**config.mk**
```make
export PLATFORM = sky130hd
export DESIGN_NAME = fifo_uart_tx
export DESIGN_NICKNAME = d
export VERILOG_FILES = /design/src/rtl/fifo_uart_tx.sv
export SDC_FILE = /design/constraint.sdc
export NUM_CORES = 1
export LEC_CHECK = 0
export CORE_ASPECT_RATIO = 0.7
export CORE_UTILIZATION = 35
export CTS_BUF_LIST = sky130_fd_sc_hd__clkbuf_8
export CTS_CLUSTER_SIZE = 24
export DETAILED_ROUTE_END_ITERATION = 6
export HOLD_SLACK_MARGIN = 0.08
export PLACE_DENSITY = 0.59
export SETUP_SLACK_MARGIN = 0.4
export SYNTH_ARGS = -nofsm -noshare
export SYNTH_HDL_FRONTEND = slang
export SYNTH_SLANG_ARGS = --single-unit
```
**constraint.sdc**
```tcl
create_clock -name clk -period 2.15 [get_ports clk]
set_clock_uncertainty 0.05 [all_clocks]
set_input_delay 0.3225 -clock clk [delete_from_list [all_inputs] [get_ports clk]]
set_output_delay 0.3225 -clock clk [all_outputs]
set_load 0.02 [all_outputs]
```
**src/rtl/fifo_uart_tx.sv**
```systemverilog
// rtl/fifo_uart_tx.sv - FIFO-draining UART transmitter
//
// Pops one word at a time from the upstream synchronous FIFO and sends it as an
// asynchronous frame: start bit, DATA_WIDTH data bits LSB first, optional even
// parity bit, stop bit. Each bit lasts CLKS_PER_BIT clocks.
//
// Optional feature macro: FIFO_UART_TX_PARITY_EN (inserts an even-parity bit).
//
// Ports:
//   clk           rising-edge clock
//   reset         synchronous, active-high
//   fifo_empty    FIFO empty flag
//   fifo_rd_data  FIFO read data, valid the cycle after a pop
//   fifo_rd_en    single-cycle pop strobe to the FIFO
//   tx            serial line, idles high
//   busy          high from the pop until the end of the stop bit
//   tx_done       one-cycle pulse after the stop bit completes
module fifo_uart_tx #(
    parameter int DATA_WIDTH   = 8,
    parameter int CLKS_PER_BIT = 4
) (
    input  logic                  clk,
    input  logic                  reset,
    input  logic                  fifo_empty,
    input  logic [DATA_WIDTH-1:0] fifo_rd_data,
    output logic                  fifo_rd_en,
    output logic                  tx,
    output logic                  busy,
    output logic                  tx_done
);

    localparam int BAUD_W = (CLKS_PER_BIT > 1) ? $clog2(CLKS_PER_BIT) : 1;
    localparam int BIT_W  = (DATA_WIDTH > 1) ? $clog2(DATA_WIDTH) : 1;
    localparam logic [BAUD_W-1:0] BAUD_LAST = BAUD_W'(CLKS_PER_BIT - 1);
    localparam logic [BIT_W-1:0]  BIT_LAST  = BIT_W'(DATA_WIDTH - 1);

    typedef enum logic [2:0] {
        IDLE,
        RD,
        LOAD,
        START,
        DATA,
`ifdef FIFO_UART_TX_PARITY_EN
        PARITY,
`endif
        STOP
    } state_t;

    state_t                  state, state_n;
    logic [BAUD_W-1:0]       baud, baud_n;
    logic [BIT_W-1:0]        bit_idx, bit_n;
    logic [DATA_WIDTH-1:0]   shreg, shreg_n;
    logic                    tx_n;
    logic                    done_n;
    logic                    baud_end;

`ifdef FIFO_UART_TX_PARITY_EN
    // Parity is taken from the word at capture time because the shift register
    // is consumed while the data bits go out.
    logic                    parity;
`endif

    assign baud_end = (baud == BAUD_LAST);

    always_comb begin
        state_n = state;
        baud_n  = baud;
        bit_n   = bit_idx;
        shreg_n = shreg;
        done_n  = 1'b0;

        case (state)
            IDLE: begin
                if (!fifo_empty) begin
                    state_n = RD;
                end
            end
            RD: begin
                state_n = LOAD;
            end
            LOAD: begin
                state_n = START;
                shreg_n = fifo_rd_data;
                baud_n  = '0;
            end
            START: begin
                if (baud_end) begin
                    state_n = DATA;
                    baud_n  = '0;
                    bit_n   = '0;
                end else begin
                    baud_n = baud + BAUD_W'(1);
                end
            end
            DATA: begin
                if (baud_end) begin
                    baud_n = '0;
                    if (bit_idx == BIT_LAST) begin
`ifdef FIFO_UART_TX_PARITY_EN
                        state_n = PARITY;
`else
                        state_n = STOP;
`endif
                    end else begin
                        bit_n   = bit_idx + BIT_W'(1);
                        shreg_n = shreg >> 1;
                    end
                end else begin
                    baud_n = baud + BAUD_W'(1);
                end
            end
`ifdef FIFO_UART_TX_PARITY_EN
            PARITY: begin
                if (baud_end) begin
                    state_n = STOP;
                    baud_n  = '0;
                end else begin
                    baud_n = baud + BAUD_W'(1);
                end
            end
`endif
            STOP: begin
                if (baud_end) begin
                    state_n = IDLE;
                    baud_n  = '0;
                    done_n  = 1'b1;
                end else begin
                    baud_n = baud + BAUD_W'(1);
                end
            end
            default: begin
                state_n = IDLE;
            end
        endcase

        // tx is registered from the next-state view so the line changes
        // exactly on bit boundaries with no combinational path to the pin.
        case (state_n)
            START:   tx_n = 1'b0;
            DATA:    tx_n = shreg_n[0];
`ifdef FIFO_UART_TX_PARITY_EN
            PARITY:  tx_n = parity;
`endif
            default: tx_n = 1'b1;
        endcase
    end

    always_ff @(posedge clk) begin
        if (reset) begin
            state      <= IDLE;
            baud       <= '0;
            bit_idx    <= '0;
            shreg      <= '0;
            tx         <= 1'b1;
            busy       <= 1'b0;
            fifo_rd_en <= 1'b0;
            tx_done    <= 1'b0;
        end else begin
            state      <= state_n;
            baud       <= baud_n;
            bit_idx    <= bit_n;
            shreg      <= shreg_n;
            tx         <= tx_n;
            busy       <= (state_n != IDLE);
            fifo_rd_en <= (state_n == RD);
            tx_done    <= done_n;
        end
    end

`ifdef FIFO_UART_TX_PARITY_EN
    always_ff @(posedge clk) begin
        if (reset) begin
            parity <= 1'b0;
        end else if (state == LOAD) begin
            parity <= ^fifo_rd_data;
        end
    end
`endif

endmodule

```
# After elaboration in Yosys (flattened, before gate mapping)
# Cells that the tools add are included.
# W data, S select, Z words.
[word_totals] register_bits=20 input_bits=11 output_inout_bits=4 elab_cells=51
[op_classes] add_sub_neg=2 eq_ne=13 mux=17 bitwise_logic=1 reduce_logical=9
[op_table] operator="$mux W3" n=8
[op_table] operator="$pmux W3 S6" n=1
[op_table] operator="$mux W8" n=2
[op_table] operator="$pmux W8 S2" n=1
[op_table] operator="$eq A3 B3 Y1 const B" n=4
[op_table] operator="$eq A3 B2 Y1 const B" n=3
[op_table] operator="$eq A3 B1 Y1 const B" n=2
[op_table] operator="$ne A2 B2 Y1 const B" n=3
[op_table] operator="$pmux W3 S2" n=1
[op_table] operator="$reduce_bool A2 Y1" n=3
[op_table] operator="$pmux W2 S2" n=1
[op_table] operator="$reduce_and A4 Y1" n=1
[op_table] operator="$add A3 B1 Y3 const B" n=1
[op_table] operator="$logic_not A3 Y1" n=1
[op_table] operator="$reduce_and A3 Y1" n=1
[op_table] operator="$reduce_bool A3 Y1" n=1
[op_table] operator="$reduce_or A3 Y1" n=1
[op_table] operator="$add A2 B1 Y2 const B" n=1
[op_table] operator="$eq A2 B2 Y1 const B" n=1
[op_table] operator="$mux W2" n=1
[op_table] operator="$pmux W1 S2" n=1
[op_table] operator="$reduce_or A2 Y1" n=1
[op_table] operator="$mux W1" n=1
[op_table] operator="$not A1 Y1" n=1

# Depth between registers and ports, before layout
# Gate-level depths: netlist of the first run.
[logic_depth] depth_word=6 mapped_depth=7

# Least setup slack after synthesis of the first run
# OpenSTA, ideal clock, no wires.
[synth_path] kind="reg2reg" startpoint="reg bit_idx[0]" endpoint="reg shreg[5]" setup_time_ns=0.128 t_arrival_ns=1.438 required_time_ns=1.972 slack_ns=0.534 path_stages_with_launch=7 period_less_slack_ns=1.616 cell_sequence="dfxtp_1 > ha_1 > ha_1 > and4bb_1 > o21ai_2 > a222oi_1 > nor2_1"
[synth_between] elab_chain_len=3
[synth_lines] element="start: declaration" line="51" rtl="logic [BIT_W-1:0] bit_idx, bit_n;"
[synth_lines] element="start signal: assignment" line="161" rtl="bit_idx <= bit_n;"
[synth_lines] element="$eq A3 B3 Y1" line="98" rtl="if (bit_idx == BIT_LAST) begin"
[synth_lines] element="$ne A2 B2 Y1 (no source line)"
[synth_lines] element="$reduce_and A3 Y1 (no source line)"
[synth_lines] element="end signal: assignment" line="162" rtl="shreg <= shreg_n;"
[synth_lines] element="end: declaration" line="52" rtl="logic [DATA_WIDTH-1:0] shreg, shreg_n;"
# Every way passes these cells.
# A chain may end at the register's enable or synchronous reset.

# Worst setup path after layout of the first run
# Same ends and word-level chain as after synthesis.

==> summary.md, run 1 <==
| Metric | Value |
|---|---|
| Status | completed |
| Chip width | 63.5 um |
| Dpl hpwl | 1320 um |
| Iter 0 DRT Violations | 45 |
| Max Clk Rate | 597 MHz |
| Via density | 5.40 |
| Worst setup path startpoint | bit_idx[0]$_SDFFE_PP0P_ |
| Layout net count | 122 |
| Layout cells sized above 1 | 17.0% |
| Syn-to-layout area delta | 25.6% |
| Synth warnings | 0 |
| H-tree depth | 1 |
| Crit Path Category | reg -> reg |
| Gpl congestion | 0.709 |
| Hold path startpoint | shreg[3]$_SDFFE_PP0P_ |
| Worst Setup Start Kind | flop |
| # diodes | 0 |
| Required @ worst endpoint | 2.22 ns |
| Unrepaired setup endpoints after global routing | yes |
| R2R Path Start | bit_idx[0]$_SDFFE_PP0P_ |
| TritonCTS Sinks | 20 |
| Synth top area cells | dfxtp_1 (43%), nor2_1 (6.9%), a222oi_1 (6.5%) |
| Setup_tns | 0 ns |
| EDFF count, synth | 0 |
| Endpoints failing setup | 0 |
| Top-area cell type share of the netlist area | 43.2% |
| GRT overflow | 0 |
| Clock Latency Late Sink | 0.26 ns |
| Flops & latches, synth | 20 |
| Port bufs | 14 |
| Core area | 2480 um2 |
| Initial antenna violation count | 0 |
| Post-Place Cells | 137 |
| Slowest cell delay on critical path | 0.36 ns |
| # DRC | 0 |
| Critical Path AT | 1.75 ns |
| Final hold violations | 0 |
| CTS max path bufs | 2 |
| Detailed Routing Iterations Pass 1 | 5 |
| Hold-fix buffers, CTS | 0 |
| Vias in the first global route | 673 |
| Drt wl/cell | 13.2 um |
| Post-synth top flop | dfxtp_1 |
| Num CTS Buffers | 3 |
| CTS tree | built |
| Worst slew pin tran | 0.701 ns |
| Mapped Cells | 94 |
| Max cap viols | 0 |
| Critical Path End Type | flop |
| First-pass GRT wire length | 2970 um |
| Final cell count without fillers | 140 |
| Largest net degree at the start of global routing | 21 |
| # IOs | 15 |
| Max rail drop VDD | 0.308 mV |
| Die H | 45.1 um |
| Fin crit share | 77.9% |
| Area leader, netlist | dfxtp_1 |
| Vias | 756 |
| Drt total wl | 1850 um |
| Slowest-stage cell, CP | and4bb_2 |
| Max Slew Vio Count | 0 |
| Hold Path Class | reg -> reg |
| Max-Slew Margin vs Limit | 53.1% |
| Async SR Flop Fraction | 0% |
| Clock-pin slew on the worst setup and hold paths | 0.07 ns |
| # rows | 15 |
| Post-DRT Antenna Nets | 0 |
| Fin util | 47.0% |
| CP Cell Sequence | ha_4 -> ha_4 -> and4bb_2 -> o21ai_4 -> a222oi_1 -> nor2_1 |
| Initial core utilization | 37.4% |
| Global-route usage over all layers | 13.9% |
| Power Dens Cells | 639 nW/um2 |
| Net count after synthesis | 108 |
| Cell repeated most along the worst path | ha_4 |
| CP Max Fanout | 6 |
| Overall power | 744 uW |
| Post-Syn Area | 927 um2 |
| CTS root buf | clkbuf_8 |
| Cell variety after synth | 32 |
| Die Area | 2860 um2 |
| Leak | 0.000426 uW |
| Seq/Total Area, Yosys | 43.2% |
| Clock period minus worst slack | 1.67 ns |
| Mean Syn Cell Area | 9.86 um2 |
[sequential cells by signal (all words and copies together), names as in the netlist]
name and cells:
shreg 8, bit_idx 3, baud 2, busy 1, state 3, tx_done 1, fifo_rd_en 1, tx 1
[per-layer routing]
layer / part of all wire [%] / wire, um / up-vias / global-route usage (%)
li1: - / - / 374 / -
met4: 0.76 / 14 / 0 / 4.09
met5: 0 / 0 / - / 0
met1: 51 / 953 / 360 / 18.7
met3: 3.8 / 71 / 4 / 4.55
met2: 44 / 812 / 18 / 21.5
[path summary, 6_finish.rpt]
path / endpoint / slack [ns] / cells after the start
setup / recovery: shreg[5]$_SDFFE_PP0P_ / 0.48 / 6
hold / removal: shreg[3]$_SDFFE_PP0P_ / 0.46 / 2
hold reg to reg: shreg[3]$_SDFFE_PP0P_ / 0.46 / 2
setup reg to reg: shreg[5]$_SDFFE_PP0P_ / 0.48 / 6
[logic make-up (layout without fill, tap and decap cells)]
| logic type | after synthesis | count (layout) | synth area share (%) |
|---|---|---|---|
| buf+inv | 7 | 19 | 4.05 |
| fa+ha+maj | 3 | 3 | 4.05 |
| mux | 4 | 4 | 4.32 |
| compound gates | 20 | 20 | 17.7 |
| flops | 20 | 20 | 43.2 |
| simple gates | 40 | 40 | 26.7 |
[through the flow]
step / worst slack, ns / instance area (um2) / hold WS, ns
2_1_floorplan: 0.534 / 927 / 0.349
3_3_place_gp: 0.433 / 1080 / 0.434
3_5_place_dp: 0.404 / 1080 / 0.443
4_1_cts: 0.407 / 1120 / 0.459
5_1_grt: 0.374 / 1160 / 0.498
6_report: 0.475 / 1160 / 0.460
[cell usage after synthesis (2+ instances only)]
| master | count |
|---|---|
| and2_1 | 2 |
| mux2i_1 | 4 |
| nor3_1 | 2 |
| nand2b_1 | 4 |
| and3_1 | 2 |
| and3b_1 | 2 |
| a222oi_1 | 6 |
| a32oi_1 | 2 |
| nor2_1 | 17 |
| nand2_1 | 2 |
| clkbuf_1 | 2 |
| buf_2 | 3 |
| o21ai_1 | 2 |
| o21ai_2 | 2 |
| a21oi_1 | 4 |
| ha_1 | 3 |
| dfxtp_1 | 20 |
[power breakdown]
part / switching (uW) / internal [uW]
Sequential: 15.2 / 387
Combinational: 47.3 / 53.1
Clock: 117 / 125
Total: 179 / 565
[worst max-delay path, delay by kind of cell, from the launching register on]
kind	cells	cell delay (ns)
compound gates	2	0.41
fa+ha+maj	2	0.32
simple gates	2	0.42
flops	1	0.34
[cells in the final DEF (no fill, tap or decap), types with 2 or more instances in the layout]
cell,instances
a21oi_1,4
o21ai_1,2
nor2_1,17
and3_1,2
a222oi_1,6
nor3_1,2
clkbuf_8,3
clkdlybuf4s50_1,14
mux2i_1,4
a32oi_1,2
nand2b_1,4
dfxtp_1,17
and3b_1,2
ha_4,2
dfxtp_2,3
nand2_1,2
[repair_timing]
action                                  CTS  global route
pin swaps                                 1             4
endpoints found under the setup margin    2            10
cloned                                    0             0
gates resized for setup                   0            11
setup buffers                             0             0
[area by class of cell]
| cell class | instances | area [um2] |
|---|---|---|
| flip-flops and latches | 20 | 404 |
| inverters | 1 | 3.75 |
| multi-input cells | 67 | 526 |
| clock buffers | 3 | 41.3 |
| repair buffers | 15 | 148 |
| fillers | 261 | 1310 |
| well taps | 34 | 42.5 |
(Power assumes the default switching activity.)
==> run 2, diff against run 1 <==
--- a/config.mk
+++ b/config.mk
@@ -11,7 +11,7 @@
 export CTS_CLUSTER_SIZE = 24
 export DETAILED_ROUTE_END_ITERATION = 6
 export HOLD_SLACK_MARGIN = 0.08
-export PLACE_DENSITY = 0.59
+export PLACE_DENSITY = 0.61
 export SETUP_SLACK_MARGIN = 0.4
 export SYNTH_ARGS = -nofsm -noshare
 export SYNTH_HDL_FRONTEND = slang
==> constraint.sdc (replaced) <==
create_clock -name clk -period 1.54 [get_ports clk]
set_clock_uncertainty 0.05 [all_clocks]
set_input_delay 0.231 -clock clk [delete_from_list [all_inputs] [get_ports clk]]
set_output_delay 0.231 -clock clk [all_outputs]
set_load 0.02 [all_outputs]
==> summary.md, run 2 (synthesis results as in run 1) <==
| Metric | Value |
|---|---|
| Layout cells sized above 1 | 41.7% (+25 points) |
| Dpl hpwl | 1390 um (+5.6%) |
| Vias | 834 (+10%) |
| Switching Share | 22.5% (-1.6 points) |
| H-tree depth | 1 (unchanged) |
| Setup_tns | -0.171 ns (-0.171 ns) |
| Max-Slew Margin vs Limit | 73.1% (+20 points) |
| Drt total wl | 2120 um (+14%) |
| Post-DRT Antenna Nets | 0 (unchanged) |
| TritonCTS Sinks | 20 (unchanged) |
| Clock Latency Late Sink | 0.27 ns (about the same) |
| Max rail drop VDD | 0.503 mV (+63%) |
| Initial core utilization | 37.4% (unchanged) |
| Critical Path End Type | flop |
| Post-Place Cells | 143 (+4.4%) |
| Max Clk Rate | 622 MHz (+4.2%) |
| Global-route usage over all layers | 16.1% (+2.2 points) |
| Iter 0 DRT Violations | 41 (-8.9%) |
| Worst slack, placed | -0.0565 ns (-0.461 ns) |
| Sequential Power Share | 44.1% (-9.9 points) |
| Die Area | 2860 um2 (unchanged) |
| Clock-pin slew on the worst setup and hold paths | 0.07 ns (about the same) |
| Final hold violations | 0 (unchanged) |
| Max reg flops | 8 (unchanged) |
| # diodes | 0 (unchanged) |
| Power Dens Cells | 891 nW/um2 (+40%) |
| Initial antenna violation count | 0 (unchanged) |
| Max cap viols | 0 (unchanged) |
| Drt wl/cell | 13.7 um (+3.9%) |
| Required @ worst endpoint | 1.64 ns (-0.58 ns) |
| Fillers | 212 (-19%) |
| Chip width | 63.5 um (unchanged) |
| Die H | 45.1 um (unchanged) |
| Port bufs | 14 (unchanged) |
| Clock period minus worst slack | 1.61 ns (-0.0670 ns) |
| Delay-heaviest family, CP | simple AND/OR/NAND/NOR gates |
| # IOs | 15 (unchanged) |
| Detailed Routing Iterations Pass 1 | 6 (+1) |
| Vias in the first global route | 750 (+11%) |
| Unrepaired setup endpoints after global routing | yes |
| First-pass GRT wire length | 3470 um (+17%) |
| Final cell count without fillers | 154 (+10%) |
| Worst Path Buf+Inv | 0 (unchanged) |
| Fin crit share | 104% (+27 points) |
| Int Power | 978 uW (+73%) |
| Post-route setup slack | -0.0679 ns (-0.543 ns) |
| Max Slew Vio Count | 0 (unchanged) |
| Hold Path Class | reg -> reg |
| Largest net degree at the start of global routing | 21 (unchanged) |
| CP Max Fanout | 6 (unchanged) |
| CTS tree | built |
| Core area | 2480 um2 (unchanged) |
| Cell repeated most along the worst path | ha_4 |
| # rows | 15 (unchanged) |
| # DRC | 0 (unchanged) |
| Commonest non-fill, non-tap cell in the layout | nor2_1 |
| Gate power share | 14.2% (+0.7 points) |
| Clk pwr share | 41.8% (+9.3 points) |
| CP Cell Sequence | ha_4 -> ha_4 -> and4bb_2 -> o21ai_4 -> a222oi_1 -> nor2_1 |
| Largest regs | shreg: 8 flops, bit_idx: 3 flops, state: 3 flops |
| Commonest cells after routing, fill and taps aside | nor2_1 (17), dfxtp_1 (13), clkdlybuf4s50_1 (10) |
| Layout net count | 135 (+11%) |
| Failing checks | negative setup slack |
| Endpoints failing setup | 7 (+7) |
| GRT overflow | 0 (unchanged) |
| Sw power | 284 uW (+58%) |
| Largest Register | shreg |
| Syn-to-layout area delta | 52.8% |
| CTS max path bufs | 2 (unchanged) |
| CTS root buf | clkbuf_8 |
| Status | finished with violations |
| Worst slew pin tran | 0.404 ns (-0.298 ns) |
| Gpl congestion | 0.715 (+0.79%) |
| Via density | 5.42 (+0.29%) |
| Slowest-stage cell, CP | and4bb_2 |
| Worst Setup Start Kind | flop |
| Leak | 0.000548 uW (+29%) |
| Crit Path Category | reg -> reg |
| Critical Path AT | 1.70 ns (-0.05 ns) |
| Fin util | 57.2% (+10 points) |
| Slowest cell delay on critical path | 0.35 ns (about the same) |
| Num CTS Buffers | 3 (unchanged) |
-- run 2: cell count changes in the layout (fill, tap and decap cells not counted), sizes merged --
cell / change
clkdlybuf4s50: -4
bufinv: +1
clkdlybuf4s15: +2
buf: +15
-- run 2: path summary, 6_finish.rpt --
path / from / to / slack (ns) / cells after the start
worst max-delay path: bit_idx[1]$_SDFFE_PP0P_ / shreg[5]$_SDFFE_PP0P_ / -0.07 / 6
worst min-delay path: state[2]$_SDFF_PP0_ / state[1]$_SDFF_PP0_ / 0.44 / 1
worst max register to register: bit_idx[1]$_SDFFE_PP0P_ / shreg[5]$_SDFFE_PP0P_ / -0.07 / 6
worst min register to register: state[2]$_SDFF_PP0_ / state[1]$_SDFF_PP0_ / 0.44 / 1
-- run 2: layout make-up --
cell class | count | area, um2 | area share (%)
multi-input cells | 67 | 616 | 43.5
flip-flops and latches | 20 | 414 | 29.2
well taps | 34 | 42.5 | 3.00
clock buffers | 3 | 41.3 | 2.92
repair buffers | 28 | 269 | 19.0
clock inverters | 1 | 30.0 | 2.12
inverters | 1 | 3.75 | 0.265
-- run 2: power groups by stage --
stage	Clock [uW]	Combinational (uW)	Sequential, uW
detailed placement	0	153	567
global placement	0	151	567
global route	556	193	559
CTS	539	165	555
floorplan	0	91.0	570
finish	527	179	556
-- run 2: stage by stage --
stage	hold slack, ns	power [uW]	area (um2)
floorplan	0.257	661	975
global placement	0.428	718	1180
detailed placement	0.444	720	1180
CTS	0.435	1260	1350
global route	0.459	1310	1420
finish	0.438	1260	1420
-- run 2: per-layer routing --
metal / track usage (%) / wire length (um) / vias to the layer above
met1: 20.9 / 998 / 404
li1: - / - / 407
met3: 4.80 / 87 / 7
met5: 0 / 0 / -
met2: 25.7 / 994 / 16
met4: 5.91 / 36 / 0
-- run 2: timing repair --
action / 4_1_cts / 5_1_grt
buffers inserted: 2 / 5
pin swaps: 5 / 5
hold endpoints to repair: 0 / 0
setup endpoints to repair: 23 / 21
hold buffers: 0 / 0
resized for setup: 32 / 12
